`config.mk`:
```
export PLATFORM = sky130hd
export DESIGN_NAME = tff_counter
export DESIGN_NICKNAME = d
export VERILOG_FILES = /design/src/rtl/tff_counter.sv
export SDC_FILE = /design/constraint.sdc
export NUM_CORES = 1
export LEC_CHECK = 0
export CORE_MARGIN = 1
export CORE_UTILIZATION = 37
export CTS_CLUSTER_DIAMETER = 120
export CTS_CLUSTER_SIZE = 30
export DETAILED_ROUTE_END_ITERATION = 8
export GPL_TIMING_DRIVEN = 0
export PLACE_DENSITY = 0.7
export SLEW_MARGIN = 20
export SYNTH_ARGS = -nofsm -noshare
export SYNTH_HDL_FRONTEND = slang
export SYNTH_SLANG_ARGS = --single-unit
```
`constraint.sdc`:
```
create_clock -name clk -period 4.2 [get_ports clk]
set_input_delay 0.84 -clock clk [delete_from_list [all_inputs] [get_ports clk]]
set_output_delay 0.84 -clock clk [all_outputs]
set_load 0.02 [all_outputs]
```
`src/rtl/tff_counter.sv`:
```
// tff_counter: WIDTH-bit register acting as a modulo-MODULUS up/down counter
// (mode=0) or as a bank of independent T flip-flops (mode=1).
// Latency: one cycle from any input to q/wrap/div_out; all outputs registered.
// Backpressure: none; en gates counting/toggling, clr/load take effect unconditionally.
//
// Ports:
//   clk       rising-edge clock
//   rst       synchronous reset, active-low; clears q, wrap and div_out
//   clr       synchronous clear of q (and wrap); div_out holds
//   load      synchronous load of load_val (clamped to MODULUS-1 in counter mode)
//   load_val  value to load
//   en        count/toggle enable
//   mode      0 = modulo counter, 1 = toggle bank
//   up        counter direction: 1 = up, 0 = down
//   t         per-bit toggle enables (toggle mode only)
//   q         register value
//   wrap      one-cycle pulse in the cycle after a counter wrap
//   div_out   toggles once per wrap (period 2*MODULUS enabled cycles)
module tff_counter #(
    parameter int unsigned     WIDTH   = 8,
    parameter longint unsigned MODULUS = 64'(1) << WIDTH
) (
    input  logic             clk,
    input  logic             rst,
    input  logic             clr,
    input  logic             load,
    input  logic [WIDTH-1:0] load_val,
    input  logic             en,
    input  logic             mode,
    input  logic             up,
    input  logic [WIDTH-1:0] t,
    output logic [WIDTH-1:0] q,
    output logic             wrap,
    output logic             div_out
);

    // Terminal count. MODULUS is carried at 64 bits so that the default
    // 2**WIDTH stays representable for WIDTH=32; MODULUS-1 always fits in WIDTH.
    localparam logic [WIDTH-1:0] MAX_V = WIDTH'(MODULUS - 64'd1);

    localparam logic [WIDTH-1:0] ONE = WIDTH'(1);

    logic [WIDTH-1:0] q_q, q_d;
    logic             wrap_q, wrap_d;
    logic             div_q, div_d;
    logic             wrap_evt;

    // Next-state: clr > load > en. Every branch drives wrap low except a
    // genuine counter wrap, so clr/load/idle/toggle all suppress the pulse.
    always_comb begin
        q_d      = q_q;
        wrap_evt = 1'b0;

        if (clr) begin
            q_d = '0;
        end else if (load) begin
            // Clamp only in counter mode so the counter never holds an
            // out-of-range value; toggle mode uses the full register.
            if (!mode && (load_val > MAX_V)) begin
                q_d = MAX_V;
            end else begin
                q_d = load_val;
            end
        end else if (en) begin
            if (mode) begin
                q_d = q_q ^ t;
            end else if (up) begin
                // ">=" also catches values above MAX_V left over from toggle mode.
                if (q_q >= MAX_V) begin
                    q_d      = '0;
                    wrap_evt = 1'b1;
                end else begin
                    q_d = q_q + ONE;
                end
            end else begin
                if (q_q == '0) begin
                    q_d      = MAX_V;
                    wrap_evt = 1'b1;
                end else if (q_q > MAX_V) begin
                    // Out-of-range value from toggle mode: snap into range,
                    // which is not counted as a wrap.
                    q_d = MAX_V;
                end else begin
                    q_d = q_q - ONE;
                end
            end
        end

        wrap_d = wrap_evt;
        div_d  = wrap_evt ? ~div_q : div_q;
    end

    always_ff @(posedge clk) begin
        if (!rst) begin
            q_q    <= '0;
            wrap_q <= 1'b0;
            div_q  <= 1'b0;
        end else begin
            q_q    <= q_d;
            wrap_q <= wrap_d;
            div_q  <= div_d;
        end
    end

    assign q       = q_q;
    assign wrap    = wrap_q;
    assign div_out = div_q;

endmodule

```
==> results of run 1 <==
power breakdown:
group          total [W]  switching [W]  leakage [nW]  internal [W]
registers       0.000104     0.00000483        0.0816     0.0000988
clock network  0.0000697      0.0000365        0.0138     0.0000332
logic           0.000118      0.0000599         0.413     0.0000582
how the worst max path moves through the flow:
stage	endpoint	cells after the start	slack, ps	startpoint
floorplan	div_out	4	2130	mode
detailed placement	q[6]	7	1460	mode
finish	q[6]	7	1720	mode
CTS	q[6]	7	1710	mode
global route	q[6]	7	1570	mode
global placement	q[6]	7	1500	mode
logic make-up after synthesis:
kind of cell	Yosys count	share of synthesized area, %
simple gates	60	32.26
compound gates	45	29.28
buf+inv	20	7.578
flops	10	18.37
xor+xnor	9	7.233
fa+ha+maj	3	3.445
mux	2	1.837
state kept, by name, summed over array words and instances (netlist names):
signal and flops:
div_out 1, q 8, wrap 1
cell type report:
cell class,count,area (sq um)
flip-flops and latches,10,200.2
clock buffers,3,22.52
inverters,6,22.52
fillers,272,1320
plain buffers,14,60.06
multi-input cells,119,807.0
well taps,31,38.79
repair buffers,31,310.3
cell usage after synthesis, types with 2 or more instances:
cell type  count  area share, %
buf_1          2           0.69
nand2_1        8            2.8
nand2b_1       9            5.2
and3_1         2            1.1
nor4_1         3            1.7
dfxtp_1       10             18
ha_1           3            3.4
xnor2_1        7            5.6
nor3_1         7            3.2
a21oi_1       11            5.1
nand4_1        2            1.1
nor2b_1        3            1.7
a41o_1         2            1.8
o21ai_0        8            3.7
nor3b_1        2            1.4
clkbuf_1      11            3.8
xor2_1         2            1.6
mux2i_1        2            1.8
inv_1          6            2.1
o31ai_1        2            1.4
and4_1         2            1.6
or4_4          2            2.1
nand3_1        8            3.7
nor4b_1        2            1.6
nor2_1         6            2.1
worst max-delay path: cells and delay by family:
kind            cells  cell delay, ps
buf+inv             3            1300
simple gates        3             290
compound gates      1             210
metrics by stage:
stage	std cells	worst slack, ps	cell area, sq um	hold WS (ps)	util, %
floorplan	149	2132	1090	537.8	-
global placement	211	1503	1439	456.3	51.73
detailed placement	211	1462	1439	484.7	51.73
CTS	214	1711	1461	493.8	52.54
global route	214	1573	1461	508.2	52.54
finish	214	1721	1461	490.6	52.54
routing by layer:
| layer | part of all wire [%] | routed length (microns) | GRT usage, % | vias to the layer above |
|---|---|---|---|---|
| met5 | 0 | 0 | 0 | - |
| met2 | 49 | 1598 | 37.76 | 39 |
| li1 | - | - | - | 633 |
| met1 | 45 | 1458 | 26.88 | 607 |
| met4 | 1.5 | 48 | 7.666 | 0 |
| met3 | 4.7 | 153 | 2.765 | 6 |
==> PnR_summary.wiki, run 1 <==
{| class="wikitable"
! Metric !! Value
|-
| Placeable core area || 2781 sq um
|-
| Critical R2R Launch || q[0]
|-
| Hold Path Origin || div_out
|-
| WHS Path Cells || 2
|-
| Aggregate routed wire length || 3.258 mm
|-
| Number of buffers created by CTS || 3
|-
| Critical path launch point type || input port
|-
| Cell area power density || 199.4 nW/um^2
|-
| Max Cap Viol || 0
|-
| Number of antenna violations at the first check in global routing || 0
|-
| Hold Vio Cnt, Final || 0
|-
| Remaining number of nets flagged by the antenna check after routing || 0
|-
| Total GRT Usage || 21.52%
|-
| Via count || 1285
|-
| Net count after synthesis || 175
|-
| RSZ-0062 raised after global routing || false
|-
| Asr flop ratio synth || 0%
|-
| Setup violations, final || 0
|-
| Total die area || 3166 sq um
|-
| Hold Path Class || flip-flop to flip-flop
|-
| Maximum VDD drop || 0.0001432 V
|-
| Number of placement rows || 19
|-
| Fraction of final layout cells sized beyond drive strength 1 || 5.464%
|-
| CTS tree || built
|-
| CTS max path bufs || 2
|-
| Starting density of the core || 39.18%
|-
| EDFF count, synth || 0
|-
| Actual slew at the worst max-slew pin || 732.1 ps
|-
| Post-detail-place hpwl || 2.497 mm
|-
| Number of setup buffers added after CTS || 0
|-
| Largest net degree at the start of global routing || 11
|-
| Latest clock arrival within the worst-skew pair || 270 ps
|-
| Slew Viols, Final || 0
|-
| Setup Total Neg Slack || 0 ps
|-
| Proportion of synthesized chip area in sequential cells || 18.37%
|-
| First-pass GRT wire length || 5.423 mm
|-
| Netlist area before placement || 1090 sq um
|-
| Number of instances in the synthesized netlist || 149
|-
| Clock tree sinks || 10
|-
| Setup Skew || 0.9135 ps
|-
| Net count of the finished layout || 211
|-
| CP peak stage delay || 480 ps
|-
| Reg clk slew, reported paths || 70 ps
|-
| Antenna diode count || 0
|-
| Register-to-register path setup slack || 2160 ps
|-
| Start-to-end type of the worst setup path || input port to flip-flop
|-
| Die X-Extent || 56.27 microns
|-
| Required @ worst endpoint || 4370 ps
|-
| Final weighted congestion in routability-driven placement || 0.9428
|-
| End of the worst register-to-register path || q[2]
|-
| Number of I/O port buffers || 31
|-
| Critical-path cell with the highest stage delay || clkbuf_1
|-
| Arrival time reported for the critical path endpoint || 2650 ps
|-
| Average routed wire per standard cell || 15.22 microns
|-
| Post-DR vias/cell || 6.005
|-
| Critical path capture point type || flip-flop
|-
| Number of warning messages in the yosys log || 0
|-
| Cell variety after synth || 52
|-
| Most frequent cells in the layout || clkdlybuf4s50_1 (31), clkbuf_1 (11), a21oi_1 (11)
|-
| Hold bufs inserted after CTS || 0
|-
| Number of global-route vias before repair || 1233
|-
| Area Overhead vs Synth || 34.10%
|-
| Run status || completed
|-
| Critical path, cell by cell || clkdlybuf4s50_1 -> clkbuf_1 -> clkbuf_1 -> nor3b_1 -> nand3_1 -> nand3_1 -> o211a_1
|-
| Min Tclk post-route || 2479 ps
|-
| Residual overflow from global routing || 0
|-
| Most used flip-flop cell after synthesis || dfxtp_1
|-
| Ratio of final minimum period to clock period || 59.03%
|-
| Root buf cell || clkbuf_4
|-
| First-pass detailed-route iteration total || 4
|-
| I/O pin cnt || 33
|-
| DRC violation total after the first TritonRoute iteration || 70
|-
| Cell depth of the worst flop-to-flop path || 7
|-
| Hold Path End || div_out
|-
| Number of storage elements in the synthesis netlist || 10
|-
| Synthesized area per cell || 7.314 sq um
|-
| Post-route total power || 0.0002914 W
|-
| DRC violation count after routing || 0
|-
| Clock H-tree levels || 1
|-
| Standby leakage power || 0.5087 nW
|-
| Leading cell type in the layout, fill and taps excluded || clkdlybuf4s50_1
|-
| Maximum fanout along the worst path || 10
|-
| Die Ht || 56.27 microns
|-
| Worst slew margin relative to its limit || 50.56%
|-
| Achievable Freq || 0.4033 GHz
|-
| CTS-repair resized insts || 0
|}
Power figures use the tool's default switching activity.
==> inputs of run 2 (changes only) <==
==> constraint.sdc (replaced) <==
create_clock -name clk -period 2.34 [get_ports clk]
set_input_delay 0.468 -clock clk [delete_from_list [all_inputs] [get_ports clk]]
set_output_delay 0.468 -clock clk [all_outputs]
set_load 0.02 [all_outputs]
==> results of run 2 <==
Same layout as run 1 (identical final DEF). Status: completed.
Main changes from that run: setup slack after placement 1462 ps -> -25.54 ps; setup slack after layout 1721 ps -> 232.7 ps; register-to-register setup slack 2160 ps -> 300 ps; total power 0.0002914 W -> 0.0005230 W; worst IR drop on VDD 0.0001432 V -> 0.0002570 V
